==> src/rtl/dlx_fetch.sv <==
// dlx_fetch - instruction fetch unit for the DLX core.
//
// Generates sequential word-aligned fetch addresses, runs a hold-until-ack
// request handshake to instruction memory, and buffers returned words in a
// small prefetch FIFO whose head feeds the decoder.  A redirect flushes the
// FIFO and restarts fetch; a request still waiting for its ack at that time
// is completed on the bus (DROP state) and its data thrown away.
//
// Ports:
//   clk, reset            single clock, synchronous active-high reset
//   imem_addr/imem_req    fetch address and request (registered)
//   imem_ack/imem_rdata   memory response and returned instruction word
//   i_data_read/id_pc     FIFO head instruction and its PC (0 when empty)
//   ID                    FIFO head valid (registered, FIFO not-empty)
//   id_ready              decoder accepts the head (pop on ID & id_ready)
//   redirect/redirect_pc  one-cycle restart strobe and new fetch address
module dlx_fetch #(
  parameter logic [31:0] RESET_PC = 32'h0000_0000,
  parameter int          DEPTH    = 2
) (
  input  logic        clk,
  input  logic        reset,
  output logic [31:0] imem_addr,
  output logic        imem_req,
  input  logic        imem_ack,
  input  logic [31:0] imem_rdata,
  output logic [31:0] i_data_read,
  output logic        ID,
  input  logic        id_ready,
  output logic [31:0] id_pc,
  input  logic        redirect,
  input  logic [31:0] redirect_pc
);

  typedef enum logic [1:0] {
    IDLE = 2'd0,
    REQ  = 2'd1,
    DROP = 2'd2
  } state_t;

  localparam logic [3:0] DEPTH_C = 4'(DEPTH);
  localparam logic [2:0] LAST_C  = 3'(DEPTH - 1);

  // Advance a FIFO pointer, wrapping at DEPTH (need not be a power of two).
  function automatic logic [2:0] ptr_inc(input logic [2:0] p);
    return (p == LAST_C) ? 3'd0 : (p + 3'd1);
  endfunction

  state_t      state_r, state_next_s;
  logic [31:0] fetch_pc_r, fetch_pc_next_s;
  logic [31:0] addr_r, addr_next_s;
  logic        req_r;
  logic        id_valid_r;
  logic [3:0]  count_r, count_next_s, occ_pop_s;
  logic [2:0]  rd_ptr_r, wr_ptr_r;
  logic        pop_s, push_s, flush_s;
  logic [31:0] rpc_s;

  // Storage is sized for the largest legal DEPTH so 3-bit pointers index it exactly.
  logic [31:0] pc_mem_r    [8];
  logic [31:0] instr_mem_r [8];

  // Next-state, next-address and FIFO control decode.
  always_comb begin
    pop_s           = id_valid_r & id_ready;
    push_s          = 1'b0;
    flush_s         = 1'b0;
    state_next_s    = state_r;
    fetch_pc_next_s = fetch_pc_r;
    addr_next_s     = addr_r;
    rpc_s           = redirect_pc & 32'hFFFF_FFFC;
    // Occupancy after this cycle's pop, before any push.
    occ_pop_s       = count_r - {3'b000, pop_s};

    case (state_r)
      IDLE: begin
        if (redirect) begin
          flush_s         = 1'b1;
          fetch_pc_next_s = rpc_s;
          addr_next_s     = rpc_s;
          state_next_s    = REQ;
        end else if (occ_pop_s < DEPTH_C) begin
          addr_next_s  = fetch_pc_r;
          state_next_s = REQ;
        end else begin
          state_next_s = IDLE;
        end
      end
      REQ: begin
        if (imem_ack && redirect) begin
          flush_s         = 1'b1;
          fetch_pc_next_s = rpc_s;
          addr_next_s     = rpc_s;
          state_next_s    = REQ;
        end else if (imem_ack) begin
          push_s          = 1'b1;
          fetch_pc_next_s = fetch_pc_r + 32'd4;
          addr_next_s     = fetch_pc_r + 32'd4;
          // Keep requesting only if the pushed word still leaves a free slot.
          if ((occ_pop_s + 4'd1) < DEPTH_C) begin
            state_next_s = REQ;
          end else begin
            state_next_s = IDLE;
          end
        end else if (redirect) begin
          // Bus must hold the old address until ack; remember the new target.
          flush_s         = 1'b1;
          fetch_pc_next_s = rpc_s;
          state_next_s    = DROP;
        end else begin
          state_next_s = REQ;
        end
      end
      DROP: begin
        if (imem_ack && redirect) begin
          flush_s         = 1'b1;
          fetch_pc_next_s = rpc_s;
          addr_next_s     = rpc_s;
          state_next_s    = REQ;
        end else if (imem_ack) begin
          addr_next_s  = fetch_pc_r;
          state_next_s = REQ;
        end else if (redirect) begin
          flush_s         = 1'b1;
          fetch_pc_next_s = rpc_s;
          state_next_s    = DROP;
        end else begin
          state_next_s = DROP;
        end
      end
      default: begin
        state_next_s = IDLE;
      end
    endcase

    if (flush_s) begin
      count_next_s = 4'd0;
    end else begin
      count_next_s = occ_pop_s + {3'b000, push_s};
    end
  end

  // Fetch FSM, bus address/request and head-valid registers.
  always_ff @(posedge clk) begin
    if (reset) begin
      state_r    <= IDLE;
      fetch_pc_r <= RESET_PC;
      addr_r     <= RESET_PC;
      req_r      <= 1'b0;
      id_valid_r <= 1'b0;
    end else begin
      state_r    <= state_next_s;
      fetch_pc_r <= fetch_pc_next_s;
      addr_r     <= addr_next_s;
      req_r      <= (state_next_s != IDLE);
      id_valid_r <= (count_next_s != 4'd0);
    end
  end

  // FIFO pointers and occupancy.
  always_ff @(posedge clk) begin
    if (reset) begin
      rd_ptr_r <= 3'd0;
      wr_ptr_r <= 3'd0;
      count_r  <= 4'd0;
    end else if (flush_s) begin
      rd_ptr_r <= 3'd0;
      wr_ptr_r <= 3'd0;
      count_r  <= 4'd0;
    end else begin
      if (pop_s) begin
        rd_ptr_r <= ptr_inc(rd_ptr_r);
      end
      if (push_s) begin
        wr_ptr_r <= ptr_inc(wr_ptr_r);
      end
      count_r <= count_next_s;
    end
  end

  // FIFO storage; contents are only observed while id_valid_r is set.
  always_ff @(posedge clk) begin
    if (push_s) begin
      pc_mem_r[wr_ptr_r]    <= fetch_pc_r;
      instr_mem_r[wr_ptr_r] <= imem_rdata;
    end
  end

  assign imem_addr   = addr_r;
  assign imem_req    = req_r;
  assign ID          = id_valid_r;
  assign i_data_read = id_valid_r ? instr_mem_r[rd_ptr_r] : 32'h0000_0000;
  assign id_pc       = id_valid_r ? pc_mem_r[rd_ptr_r]    : 32'h0000_0000;

endmodule
==> config.mk <==
export PLATFORM = sky130hd
export DESIGN_NAME = dlx_fetch
export DESIGN_NICKNAME = d
export VERILOG_FILES = /design/src/rtl/dlx_fetch.sv
export SDC_FILE = /design/constraint.sdc
export NUM_CORES = 1
export LEC_CHECK = 0
export CORE_ASPECT_RATIO = 0.8
export CORE_MARGIN = 2
export CORE_UTILIZATION = 29
export DETAILED_ROUTE_END_ITERATION = 8
export DONT_BUFFER_PORTS = 1
export PLACE_DENSITY = 0.53
export SLEW_MARGIN = 0
export SYNTH_ARGS = -nofsm -noshare
export SYNTH_HDL_FRONTEND = slang
export SYNTH_SLANG_ARGS = --single-unit
==> constraint.sdc <==
create_clock -name clk -period 7.1 [get_ports clk]
set_input_delay 1.065 -clock clk [delete_from_list [all_inputs] [get_ports clk]]
set_output_delay 1.065 -clock clk [all_outputs]
set_load 0.05 [all_outputs]
==> reports/results.ini <==
[status]
status = completed

[sta]
final.setup.tns_ps = 0
maxSlewHeadroom_pct = 18.42
rsz0062_at_grt = no
finalCritPeriodShare_pct = 63.08
fmax_mhz = 223.3
finalHoldViolCount = 0
min_period_ps = 4479
setup_violations = 0
skew_ps = 35.91
worst_slew_pin_slew_ps = 1221
slew_violations = 0
whs_ps = 497.8

[clock_tree]
path_clk_slew_ps = 60
postCtsHoldBufs = 0
numCtsBuffers = 59
cts_root_buf = clkbuf_16
cts.sinks = 593
clk-insertion-delay-late_ps = 660
cts.path.max_buffers = 3
post_cts_resize_count = 0
htree_levels = 2
cts_tree = built
postCtsSetupBuffers = 0

[worst_setup_path]
path_cells = buf_12 > mux4_2 > mux2i_1 > nor2b_1
critical_path_peak_fanout = 74
path_class = flop to primary output
r2r_setup_slack_ps = 3360
r2r-start = ID
worstSetupEndpointType = primary output
cp_slowest_cell = nor2b_1
arrival_ps = 3410
critPathBufInv = 1
path_delay_family = simple AND/OR/NAND/NOR gates
worstPathRequired_ps = 6030
max_stage_delay_ps = 950
cp-start-kind = flop

[logic_synthesis]
synth-seq-cells = 593
synth_cell_types = 80
synthArstFlopShare_pct = 0
ys_seq_area_share_pct = 66.76
synth_cells = 1611
synth_top_cell_by_area = edfxtp_1
synth_nets = 1690
synth_warnings = 0
syn_area_per_cell_um2 = 15.80
synth.cell_area_um2 = 25460
post-synth-top-area-fraction_pct = 60.40
ys_top_cells_by_area = edfxtp_1 (60%), mux4_2 (11%), dfxtp_1 (6.4%)
synth_edf_count = 512
synth_flop_cell = edfxtp_1

[floorplan]
fp-row-count = 97
ioPinCount = 167
die_w_um = 335.3
dieArea_um2 = 90180
core_um2 = 87260
dieHeight_um = 269
start_util_pct = 29.17

[grt]
grt_start_max_net_pins = 77
first_global_vias = 14720
grt_pass1_wl_mm = 99.31
grtUsageTotal_pct = 14.92
gr-total-overflow = 0
antenna_found_initial = 1

[worst_hold_path]
hold_class = primary input to flop
hp-start = reset

[run]
maxCapViolCount = 0

[final_layout]
drive_gt1_share_pct = 17.63
fillers = 8310
area_delta_synth_final_pct = 12.56
nets = 1670

[routing]
viasPerCell = 5.212
ant_nets = 0
drtIter0Drc = 1211
dr.pass1.iters = 5
drc_errors = 0
via_count = 14480
wl_per_cell_um = 24.49
wirelength_mm = 68.04

[power_and_ir_drop]
p_per_area_nw_per_um2 = 302.4
power.clock.fraction_pct = 35.3
vdd_ir_drop_max_v = 0.0002193
p_switching_uw = 2649
seqPwrFrac_pct = 49.7
p_comb_share_pct = 15.0
p_int_uw = 6017
leakage_uw = 0.008705
switching_share_pct = 30.57

[place]
routabilityCongestion = 0.8808
numPortBuffers = 0
dpl.hpwl_mm = 40.08

## state kept, by name, indices dropped and copies added, names as in the netlist, 2 cells and up, named ones only
| signal | count |
|---|---|
| pc_mem_r | 256 |
| fetch_pc_r | 32 |
| instr_mem_r | 256 |
| rd_ptr_r | 3 |
| state_r | 2 |
| wr_ptr_r | 3 |
| imem_addr | 32 |
| count_r | 4 |
## power by group through the flow
stage          combinational, uW  clock (uW)  sequential (uW)
6_report                    1300        3060             4310
5_1_grt                     1400        3290             4330
4_1_cts                     1310        3150             4310
3_5_place_dp                1300           0             4380
3_3_place_gp                1290           0             4370
2_1_floorplan               1050           0             4260
## Yosys cell counts (all sizes together) (16+ instances only)
master    n
edfxtp  512
mux4    128
mux2i    92
nor2     90
dfxtp    81
clkbuf   71
nor2b    68
o21ai    67
nand2    62
a21oi    52
buf      48
nand3    32
inv      25
nand4    24
nor3     21
o22ai    16
## path summary, 6_finish.rpt
path,to,cells past startpoint
max reg2reg,imem_addr[14],8
min,fetch_pc_r[25],1
min reg2reg,wr_ptr_r[0],2
max,id_pc[20],4
## layout by cell type, fill, tap and decap left out, types with 51 or more instances in the layout
cell type    n
nand2_1     62
mux2i_1     92
nor2b_1     68
o21ai_0     67
edfxtp_1   512
nor2_1      84
a21oi_1     51
dfxtp_1     77
mux4_2     128
clkbuf_16   60
## final cells by class
| class | instances | area [um^2] | area share [%] |
|---|---|---|---|
| flip-flops and latches | 593 | 17010 | 59.37 |
| multi-input cells | 874 | 7895 | 27.55 |
| clock buffers | 72 | 1556 | 5.432 |
| well taps | 1138 | 1424 | 4.969 |
| clock inverters | 37 | 346.6 | 1.209 |
| repair buffers | 38 | 322.8 | 1.127 |
| inverters | 25 | 93.84 | 0.3275 |
| diodes | 2 | 5.005 | 0.01747 |
## routing by layer
layer | wire length [um] | track usage [%] | vias to the layer above
met1 | 29460 | 20.06 | 7459
met2 | 31050 | 23.57 | 575
met4 | 1136 | 3.345 | 0
met3 | 6403 | 4.746 | 89
met5 | 0 | 0 | -
li1 | - | - | 6360
## cells by family after synthesis
logic type / after synthesis / synth area share (%)
flip-flops: 593 / 66.77
adder cells (fa/ha/maj): 10 / 0.4915
multiplexers: 220 / 14.94
AO/OA/AOI/OAI: 264 / 6.955
AND/OR/NAND/NOR: 356 / 7.599
XOR/XNOR: 24 / 0.8257
buffers and inverters: 144 / 2.423
## per-stage QoR
stage | util [%] | power [uW] | std cells | cell area (um^2) | setup WS, ps
after floorplan | - | 5307 | 1611 | 25460 | 255.2
after global placement | 30.65 | 5663 | 2668 | 26750 | 2838
after detailed placement | 30.65 | 5688 | 2668 | 26750 | 2803
after CTS | 32.83 | 8770 | 2777 | 28650 | 2537
after global routing | 32.83 | 9022 | 2777 | 28650 | 2470
final | 32.84 | 8666 | 2779 | 28660 | 2621
Note: power is estimated with default switching activity, not from simulation.
